`src/rtl/alu_operand_sequencer.sv`:
```
// -----------------------------------------------------------------------------
// alu_operand_sequencer
//
// Board front end for the 6-bit ALU. The user sets the slide switches and
// presses ENTER three times to load operand A, operand B and the function
// select. The ALU inputs are then held for one execute cycle, and the
// combinational ALU result is latched for display. CLEAR aborts the sequence
// at any point.
//
// Both pushbuttons pass through the same conditioning path:
//   two-flop synchroniser -> debounce counter -> rising-edge detector
// This produces one single-cycle pulse per accepted press (enter_p, clear_p).
//
// Parameters
//   DEBOUNCE_CYCLES  consecutive stable cycles before a button level is
//                    accepted (minimum 1)
//
// Ports
//   clk           system clock, rising edge
//   reset         synchronous, active-high
//   sw[5:0]       slide switches (quasi-static, not synchronised)
//   btn_enter     raw ENTER pushbutton (asynchronous, active-high)
//   btn_clear     raw CLEAR pushbutton (asynchronous, active-high)
//   alu_a[5:0]    registered operand A to the ALU
//   alu_b[5:0]    registered operand B to the ALU
//   alu_fxn[2:0]  registered function select to the ALU
//   alu_x[5:0]    combinational result from the ALU
//   result[5:0]   latched ALU result
//   result_valid  high while result holds a completed operation
//   state_led     one-hot FSM state (also the FSM debug view):
//                 bit0 GET_A, bit1 GET_B, bit2 GET_FXN, bit3 EXEC, bit4 SHOW
//
// Output qualification: there is no backpressure. result is meaningful only
// while result_valid is high. It rises on the clock edge that ends EXEC and
// falls when the user leaves SHOW or presses CLEAR.
// -----------------------------------------------------------------------------
module alu_operand_sequencer #(
    parameter int DEBOUNCE_CYCLES = 1000000
) (
    input  logic       clk,
    input  logic       reset,
    input  logic [5:0] sw,
    input  logic       btn_enter,
    input  logic       btn_clear,
    output logic [5:0] alu_a,
    output logic [5:0] alu_b,
    output logic [2:0] alu_fxn,
    input  logic [5:0] alu_x,
    output logic [5:0] result,
    output logic       result_valid,
    output logic [4:0] state_led
);

    // Counter wide enough to hold DEBOUNCE_CYCLES-1.
    localparam int CW = (DEBOUNCE_CYCLES > 1) ? $clog2(DEBOUNCE_CYCLES + 1) : 1;
    localparam logic [CW-1:0] CNT_LAST = CW'(DEBOUNCE_CYCLES - 1);

    // The state encoding is one-hot, so the state register drives the LEDs directly.
    typedef enum logic [4:0] {
        GET_A   = 5'b00001,
        GET_B   = 5'b00010,
        GET_FXN = 5'b00100,
        EXEC    = 5'b01000,
        SHOW    = 5'b10000
    } state_t;

    // ------------------------------------------------------------------
    // Button conditioning. Index 0 is ENTER and index 1 is CLEAR.
    // ------------------------------------------------------------------
    logic [1:0]    raw;
    logic [1:0]    sync1;
    logic [1:0]    sync2;
    logic [1:0]    level;
    logic [1:0]    level_d;
    logic [CW-1:0] count [2];
    logic [1:0]    pulses;
    logic          enter_p;
    logic          clear_p;

    assign raw = {btn_clear, btn_enter};

    always_ff @(posedge clk) begin
        if (reset) begin
            sync1   <= '0;
            sync2   <= '0;
            level   <= '0;
            level_d <= '0;
            for (int i = 0; i < 2; i++) begin
                count[i] <= '0;
            end
        end else begin
            sync1   <= raw;
            sync2   <= sync1;
            level_d <= level;
            for (int i = 0; i < 2; i++) begin
                if (sync2[i] == level[i]) begin
                    count[i] <= '0;
                end else if (count[i] == CNT_LAST) begin
                    // The count reaches DEBOUNCE_CYCLES on this edge. The new
                    // debounced level is visible during the next cycle, which
                    // is DEBOUNCE_CYCLES cycles after the synchronised change.
                    level[i] <= sync2[i];
                    count[i] <= '0;
                end else begin
                    count[i] <= count[i] + CW'(1);
                end
            end
        end
    end

    // The pulse is high in the same cycle the debounced level first reads high.
    // A release is a falling edge and never produces a pulse.
    assign pulses  = level & ~level_d;
    assign enter_p = pulses[0];
    assign clear_p = pulses[1];

    // ------------------------------------------------------------------
    // Sequencer FSM
    // ------------------------------------------------------------------
    state_t     state_q, state_d;
    logic [5:0] a_q, a_d;
    logic [5:0] b_q, b_d;
    logic [2:0] fxn_q, fxn_d;
    logic [5:0] res_q, res_d;
    logic       valid_q, valid_d;

    always_ff @(posedge clk) begin
        if (reset) begin
            state_q <= GET_A;
            a_q     <= '0;
            b_q     <= '0;
            fxn_q   <= '0;
            res_q   <= '0;
            valid_q <= 1'b0;
        end else begin
            state_q <= state_d;
            a_q     <= a_d;
            b_q     <= b_d;
            fxn_q   <= fxn_d;
            res_q   <= res_d;
            valid_q <= valid_d;
        end
    end

    always_comb begin
        state_d = state_q;
        a_d     = a_q;
        b_d     = b_q;
        fxn_d   = fxn_q;
        res_d   = res_q;
        valid_d = valid_q;

        if (clear_p) begin
            // CLEAR has priority. An ENTER pulse in the same cycle is dropped.
            state_d = GET_A;
            a_d     = '0;
            b_d     = '0;
            fxn_d   = '0;
            res_d   = '0;
            valid_d = 1'b0;
        end else begin
            case (state_q)
                GET_A: begin
                    if (enter_p) begin
                        a_d     = sw;
                        state_d = GET_B;
                    end
                end
                GET_B: begin
                    if (enter_p) begin
                        b_d     = sw;
                        state_d = GET_FXN;
                    end
                end
                GET_FXN: begin
                    if (enter_p) begin
                        fxn_d   = sw[2:0];
                        state_d = EXEC;
                    end
                end
                EXEC: begin
                    // The operands were loaded one edge earlier, so the ALU
                    // has a full period to settle. ENTER is ignored here.
                    res_d   = alu_x;
                    valid_d = 1'b1;
                    state_d = SHOW;
                end
                SHOW: begin
                    // The switches are not looked at here. The result and
                    // the operands stay on display.
                    if (enter_p) begin
                        valid_d = 1'b0;
                        state_d = GET_A;
                    end
                end
                default: begin
                    state_d = GET_A;
                end
            endcase
        end
    end

    assign alu_a        = a_q;
    assign alu_b        = b_q;
    assign alu_fxn      = fxn_q;
    assign result       = res_q;
    assign result_valid = valid_q;
    assign state_led    = state_q;

endmodule

```
`config.mk`:
```
export PLATFORM = sky130hd
export DESIGN_NAME = alu_operand_sequencer
export DESIGN_NICKNAME = d
export VERILOG_FILES = /design/src/rtl/alu_operand_sequencer.sv
export SDC_FILE = /design/constraint.sdc
export NUM_CORES = 1
export LEC_CHECK = 0
export CAP_MARGIN = 20
export CORE_MARGIN = 3
export CORE_UTILIZATION = 45
export DETAILED_ROUTE_END_ITERATION = 10
export PLACE_DENSITY_LB_ADDON = 0.2
export SYNTH_ARGS = -nofsm -noshare
export SYNTH_HDL_FRONTEND = slang
export SYNTH_SLANG_ARGS = --single-unit
```
`constraint.sdc`:
```
create_clock -name clk -period 1.85 [get_ports clk]
set_input_delay 0.185 -clock clk [delete_from_list [all_inputs] [get_ports clk]]
set_output_delay 0.185 -clock clk [all_outputs]
set_load 0.05 [all_outputs]
```
# Word level (Yosys, flattened, before mapping)

Memory sizes are Yosys's and may differ from the RTL's.
Index checks and enable logic that the tools add are counted.

Flip-flop bits (word level): 35
Memory bits (writable): 40
Output and inout port bits: 27
Logic and storage cells: 83
Memories: 1

$add $sub $neg: 2
Equality and inequality tests: 13
Muxes and demuxes: 37
Bitwise operators: 10
Reduce and logical (&&, ||, !) cells: 9

Memories:

| name  | words | width | rd ports | clocked after Yosys merged registers in | write ports | line | source |
|---|---|---|---|---|---|---|---|
| count | 2     | 20    | 2        | 0                                       | 2           | 75   | `logic [CW-1:0] count [2];` |

Operator list:

| kind                    | count |
|---|---|
| $mux W20                | 6 |
| $add A20 B1 Y20 const B | 2 |
| $eq A20 B20 Y1 const B  | 2 |
| $mux W1                 | 25 |
| $pmux W5 S5             | 1 |
| $mux W5                 | 4 |
| $reduce_and A2 Y1       | 6 |
| $ne A2 B2 Y1 const B    | 4 |
| $or A1 B1 Y1            | 6 |
| $eq A5 B1 Y1 const B    | 1 |
| $eq A5 B2 Y1 const B    | 1 |
| $eq A5 B3 Y1 const B    | 1 |
| $eq A5 B4 Y1 const B    | 1 |
| $eq A5 B5 Y1 const B    | 1 |
| $reduce_and A4 Y1       | 1 |
| $and A2 B2 Y2           | 1 |
| $eq A1 B1 Y1            | 2 |
| $not A1 Y1              | 2 |
| $not A2 Y2              | 1 |
| $pmux W1 S2             | 1 |
| $reduce_bool A2 Y1      | 1 |
| $reduce_or A2 Y1        | 1 |

# Depth between registers and ports, before layout

Gate-level depths: netlist of the first run.

Word-level depth: 7
Gate-level depth with buffers: 6

# Worst setup path before layout of the first run

No wires, ideal clock.

Kind: register to register
From: memory count[0][0] (netlist name)
To: memory count[0][10] (netlist name), data pin
Setup time: 0.257 ns
Arrival time: 1.652 ns
Required time: 1.593 ns
Slack: -0.059 ns
Stages on the path, launching flop included: 7
Path buffers: 1
Cells stage by stage: edfxtp_1 > ha_1 > and2_1 > nand2_1 > o21ai_1 > buf_2 > nor2_1

RTL lines:

| element     | line |
|---|---|
| from (decl) | 75 |

# Worst setup path after layout of the first run

From: register state_q[4] (netlist: state_led[4])
To: output state_led[4]

RTL lines:

| element                | line | source |
|---|---|---|
| from (decl)            | 120  | `state_t state_q, state_d;` |
| from (signal assigned) | 136  | `state_q <= state_d;` |
| to (decl)              | 51   | `output logic [4:0] state_led` |

No word-level cell between the ends.

==> run_results.csv, run 1 <==
group,metric,value,unit
final_layout,fillers,647,
timing,post-route-period-util,96.49,%
clock_tree,numCtsBuffers,9,
logic_synthesis,synth-seq-cells,75,
final_layout,drive_gt1_share,13.22,%
placed_design,gp_congestion,0.7768,
routing,vias,2861,
critical_path,crit_slowest_cell,"clkdlybuf4s50_1",
die,die_area,8972,µm²
power,pwr_density_cell,728.3,nW/µm²
global_route,overflow,0,
die,initial_utilization,47.56,%
logic_synthesis,synthTopCellsByCount,"54 x nor2_1, 40 x edfxtp_1, 35 x dfxtp_1",
timing,finalCriticalPeriod,1.785,ns
power,p_leak,1.865,nW
final_layout,diodes,0,
critical_path,timing.rr.start,"count[0][11]",
logic_synthesis,synth_flop_cell,"edfxtp_1",
timing,setup_viol_count_final,0,
logic_synthesis,yosysTopAreaCellShare,33.91,%
die,die-height,94.72,µm
placed_design,dp_cells,546,
critical_path,crit_buf_inv,1,
critical_path,cp_cell_sequence,"clkdlybuf4s50_1",
logic_synthesis,async_flop_share,0,%
critical_path,cp-start-kind,"flip-flop",
min_path,hp-class,"in -> reg",
placed_design,hpwl,5324,µm
routing,routed_wl,7270,µm
global_route,grt_pass1_vias,2812,
global_route,grt_max_degree,20,
critical_path,r2r-end,"count[0][10]",
timing,skew,0.009490,ns
timing,relSlewSlack,63.53,%
clock_tree,clock-sinks,75,
placed_design,numPortBuffers,42,
routing,first_pass_iters,4,
clock_tree,cts_tree,"built",
die,die_w,94.72,µm
logic_synthesis,netlist_instances,351,
timing,timing.final.ws_setup,0.06488,ns
logic_synthesis,synth_area_leaders,"edfxtp_1 34%, dfxtp_1 20%, mux2i_1 5.9%, nor2_1 5.7%, xnor2_1 3.2%",
min_path,min_to,"sync1[0]",
final_layout,instances_no_fill,568,
clock_tree,clk_latency,0.35,ns
global_route,antenna_found_initial,0,
clock_tree,cts_buffer_depth,2,
die,row_count,31,
logic_synthesis,syn_area,3542,µm²
routing,first_iter_violations,131,
timing,maxSlewViolCount,0,
critical_path,worstSetupEndpointType,"output pin",
critical_path,cp_slowest_stage_delay,0.83,ns
placed_design,pre_cts_slack,-0.01189,ns
clock_tree,holdBufCountCts,0,
logic_synthesis,synth_edf_count,40,
job,cap_viol_max_count,0,
power,ir_drop,430.2,µV
critical_path,rr_worst_depth,5,
logic_synthesis,avgSynthCellArea,10.09,µm²
min_path,whs_path_depth,2,
timing,hold_viol,0,
final_layout,area_growth,33.59,%
logic_synthesis,synth_cell_types,40,
min_path,hold_start,"btn_enter",
logic_synthesis,yosysMostFrequentCell,"nor2_1",
clock_tree,clk_pin_slew,0.08,ns
clock_tree,h-tree-depth,3,
critical_path,path_class,"reg -> out",
global_route,grt_pass1_wl,12290,µm
die,fp.coreArea,7447,µm²
final_layout,nets,482,
clock_tree,root_buffer,"clkbuf_8",
logic_synthesis,yosysTopAreaCell,"edfxtp_1",
global_route,grt_usage,17.48,%
routing,via_per_inst,5.037,
timing,grt_setup_unrepaired,"yes",
routing,wl_per_cell,12.80,µm
critical_path,cp_data_required_time,1.66,ns
logic_synthesis,yosysWarningCount,0,
power,fin_total_pwr,3.446,mW
timing,max_freq,560.2,MHz
logic_synthesis,synth_seq_area_share,53.69,%
status,status,"complete, no violations",
timing,tightest_slew,0.5454,ns
critical_path,cp_top_family,"buffers and inverters",
critical_path,path_max_fanout,6,
routing,final_antenna_net_count,0,
critical_path,reg2reg_slack,0.09,ns
die,ios,43,
routing,drc_errors,0,
critical_path,arrival,1.60,ns
[layer usage]
metal	vias up	wire length [µm]	track usage, %
li1	1459	-	-
met3	5	588	4.303
met2	87	3336	28.42
met4	0	65	6.250
met1	1310	3279	22.65
met5	-	0	0
[logic make-up after synthesis]
kind of cell | after synthesis | synth area share [%]
and+or+nand+nor | 164 | 23.91
DFF | 75 | 53.69
AOI/OAI and AO/OA | 41 | 6.994
xor gates and xnor gates | 25 | 6.182
buffers and inverters | 22 | 2.473
muxes | 21 | 5.934
adders and majority gates | 2 | 0.7064
other | 1 | 0.1059
[through the flow]
stage / util [%] / TNS [ns] / instance area (µm²) / hold slack [ns]
after CTS: 62.55 / 0 / 4658 / 0.3971
after global routing: 63.54 / -0.02244 / 4732 / 0.4007
final: 63.54 / 0 / 4732 / 0.3998
after global placement: 59.38 / 0 / 4422 / 0.4241
after detailed placement: 59.38 / -0.01189 / 4422 / 0.4273
after floorplan: - / 0 / 3700 / 0.3132
[sequential cells by signal, indices dropped and copies added (netlist names)]
signal	cells
level_d	2
level	2
result	6
alu_b	6
sync1	2
alu_a	6
count	40
alu_fxn	3
state_led	5
sync2	2
result_valid	1
[worst reg2reg max path, stage by stage, from the launching register on]
cell      delay, ns
edfxtp_1       0.45
nor4b_1        0.35
nand4b_1       0.25
o21ai_2        0.23
buf_12         0.17
nor2_1         0.06
[how the worst max path moves through the flow]
stage / endpoint / start / cells past startpoint / slack [ns]
after floorplan: count[1][10] / count[1][16] / 5 / 0.03
after global placement: count[1][18] / count[1][0] / 5 / 0.04
after detailed placement: count[1][18] / count[1][0] / 5 / -0.01
after CTS: count[1][18] / count[1][0] / 5 / 0.0009
after global routing: count[1][18] / count[1][0] / 5 / -0.01
final: state_led[4] / state_led[4] / 1 / 0.06
[repair_timing]
item	4_1_cts	5_1_grt
buffers inserted	0	6
resized for setup	6	7
hold endpoints to repair	0	0
gates cloned	0	0
pin swaps	0	5
setup endpoints to repair	6	38
[final cells by class]
class	count	area (µm²)	share of cell area [%]
Clock buffer	11	173.9	3.675
Tap cell	99	123.9	2.618
Clock inverter	5	62.56	1.322
Timing Repair Buffer	75	688.2	14.54
Multi-Input combinational cell	293	1744	36.86
Inverter	10	37.54	0.7932
Sequential cell	75	1902	40.19
[report_power, final]
part | internal [mW] | leakage [nW] | switching (mW)
registers | 1.79 | 0.695 | 0.0390
logic | 0.0900 | 1.05 | 0.0847
clock network | 0.800 | 0.121 | 0.642
total | 2.68 | 1.86 | 0.765
[layout by cell type (no fill, tap or decap), types with 2 or more instances in the layout]
cell             instances
nor2_1                  54
edfxtp_1                40
conb_1                  40
clkdlybuf4s50_1         38
dfxtp_1                 35
buf_4                   31
mux2i_1                 21
nand3_1                 20
a21oi_1                 18
nand2_1                 17
xnor2_1                 13
xor2_1                  12
nor3_1                  11
inv_1                   10
nor2b_1                  9
clkbuf_8                 9
nand4_1                  8
o31ai_1                  8
or4_1                    8
o21ai_0                  7
or3_1                    7
nor4_1                   5
and3_1                   5
dlygate4sd2_1            4
and2_1                   3
nor3b_1                  3
nor4b_2                  2
nand4b_1                 2
a21o_1                   2
or3_4                    2
inv_6                    2
clkbuf_16                2
buf_12                   2
Power figures use the tool's default switching activity.
==> run 2, diff against run 1 <==
--- a/config.mk
+++ b/config.mk
@@ -9,6 +9,7 @@
 export CORE_MARGIN = 3
 export CORE_UTILIZATION = 45
 export DETAILED_ROUTE_END_ITERATION = 10
+export GPL_ROUTABILITY_DRIVEN = 0
 export PLACE_DENSITY_LB_ADDON = 0.2
 export SYNTH_ARGS = -nofsm -noshare
 export SYNTH_HDL_FRONTEND = slang
==> results of run 2 <==
The final DEF is identical to that of run 1; final timing and power are the same.
==> run 3, diff against run 2 <==
--- a/config.mk
+++ b/config.mk
@@ -5,7 +5,7 @@
 export SDC_FILE = /design/constraint.sdc
 export NUM_CORES = 1
 export LEC_CHECK = 0
-export CAP_MARGIN = 20
+export CAP_MARGIN = 25
 export CORE_MARGIN = 3
 export CORE_UTILIZATION = 45
 export DETAILED_ROUTE_END_ITERATION = 10
==> constraint.sdc (replaced) <==
create_clock -name clk -period 2.3 [get_ports clk]
set_input_delay 0.23 -clock clk [delete_from_list [all_inputs] [get_ports clk]]
set_output_delay 0.23 -clock clk [all_outputs]
set_load 0.05 [all_outputs]
==> run_results.csv, run 3 (same netlist as run 1, synthesis figures left out) <==
group,metric,value,unit
critical_path,cp_data_required_time,2.49,ns
status,status,"complete, no violations",
min_path,whs_path_depth,1,
power,fin_total_pwr,2.552,mW
critical_path,r2r-end,"count[1][18]",
min_path,min_to,"sync2[1]",
critical_path,crit_buf_inv,0,
global_route,antenna_found_initial,0,
die,die_area,8972,µm²
global_route,grt_usage,16.53,%
min_path,hold_start,"sync1[1]",
critical_path,worstSetupEndpointType,"flip-flop",
critical_path,crit_slowest_cell,"or4_1",
placed_design,dpl_cell_area,4220,µm²
critical_path,cp_slowest_stage_delay,0.49,ns
clock_tree,cts_resized,0,
final_layout,drive_gt1_share,5.442,%
clock_tree,numCtsBuffers,9,
timing,finalSetupTns,0,ns
critical_path,cp_cell_sequence,"ha_1 > nand4_1 > or2_0 > or4_1 > a21oi_1",
placed_design,hpwl,5102,µm
global_route,grt_pass1_wl,11700,µm
timing,max_freq,505.9,MHz
job,cap_viol_max_count,0,
critical_path,path_max_fanout,5,
clock_tree,cts_setup_buffers,0,
final_layout,post-route-util,59.29,%
timing,skew,0.01112,ns
timing,setup_viol_count_final,0,
power,p_leak,1.673,nW
critical_path,cp_top_family,"simple AND/OR/NAND/NOR gates",
timing,maxSlewViolCount,0,
routing,vias,2715,
global_route,grt_max_degree,25,
clock_tree,clock-sinks,75,
timing,finalCriticalPeriod,1.977,ns
timing,hold_viol,0,
global_route,overflow,0,
placed_design,numPortBuffers,42,
clock_tree,cts_tree,"built",
critical_path,path_class,"reg -> reg",
timing,relSlewSlack,64.53,%
routing,via_per_inst,5.028,
power,ir_drop,331.5,µV
critical_path,arrival,2.17,ns
die,ios,43,
final_layout,final_cell_mix,"54 x nor2_1, 42 x clkdlybuf4s50_1, 40 x edfxtp_1, 40 x conb_1, 35 x dfxtp_1",
routing,first_pass_iters,5,
critical_path,reg2reg_slack,0.32,ns
final_layout,fillers,664,
power,pwr_density_cell,577.9,nW/µm²
min_path,hp-class,"reg -> reg",
timing,post-route-period-util,85.95,%
routing,first_iter_violations,110,
die,die_w,94.72,µm
clock_tree,root_buffer,"clkbuf_8",
final_layout,diodes,0,
critical_path,timing.rr.start,"count[1][0]",
routing,drc_errors,0,
clock_tree,clk_pin_slew,0.08,ns
clock_tree,cts_buffer_depth,2,
final_layout,finalInstanceArea,4415,µm²
clock_tree,holdBufCountCts,0,
die,fp.coreArea,7447,µm²
final_layout,largest_reg_flops,40,
final_layout,nets,454,
final_layout,seqCellArea,1902,µm²
timing,tightest_slew,0.5293,ns
final_layout,multi_input_area,1699,µm²
critical_path,rr_worst_depth,5,
die,die-height,94.72,µm
final_layout,area_growth,24.66,%
clock_tree,h-tree-depth,3,
die,initial_utilization,47.56,%
timing,grt_setup_unrepaired,"no",
routing,wl_per_cell,12.82,µm
final_layout,layout_commonest_cell,"nor2_1",
clock_tree,clk_latency,0.34,ns
critical_path,cp-start-kind,"flip-flop",
final_layout,regMostFlops,"count",
global_route,grt_pass1_vias,2552,
routing,final_antenna_net_count,0,
routing,routed_wl,6922,µm
die,row_count,31,
run 3: changes by cell type in the layout (fill, tap and decap cells not counted), moves of 2 or more:
cell	previous run	this run
dlygate4sd2_1	4	0
buf_4	31	5
buf_12	2	0
inv_6	2	0
or3_1	7	9
clkdlybuf4s50_1	38	42
or3_4	2	0
nor4b_2	2	0
nor4b_1	1	3
run 3: routing by layer:
layer	track usage, %	wire (µm)
met5	0	0
met4	4.327	65
met3	4.303	229
met2	28.19	3534
met1	20.81	3094
run 3: final cells by class:
class,count,area share (%)
repair buffers,47,10.37
inverters,10,0.8501
well taps,99,2.805
clock inverters,3,0.4817
flip-flops and latches,75,43.07
multi-input cells,293,38.48
clock buffers,13,3.939
run 3: metrics by stage:
step	instances	hold WS, ns	setup WS, ns
after floorplan	390	0.3582	0.3914
after global placement	524	0.4177	0.4169
after detailed placement	524	0.4307	0.3492
after CTS	540	0.4503	0.3270
after global routing	540	0.4536	0.1635
final	540	0.4477	0.3231
run 3: how the worst max path moves through the flow:
stage	start	to	slack (ns)	depth (start not counted)
after floorplan	count[0][0]	count[0][10]	0.39	6
after global placement	count[1][0]	count[1][18]	0.42	5
after detailed placement	count[1][0]	count[1][18]	0.35	5
after CTS	count[1][0]	count[1][18]	0.33	5
after global routing	count[0][0]	count[0][14]	0.16	5
final	count[1][0]	count[1][18]	0.32	5
run 3: power breakdown:
group | switching, mW | total [mW] | internal (mW)
combinational | 0.0574 | 0.110 | 0.0530
sequential | 0.0336 | 1.47 | 1.44
clock | 0.466 | 0.966 | 0.500
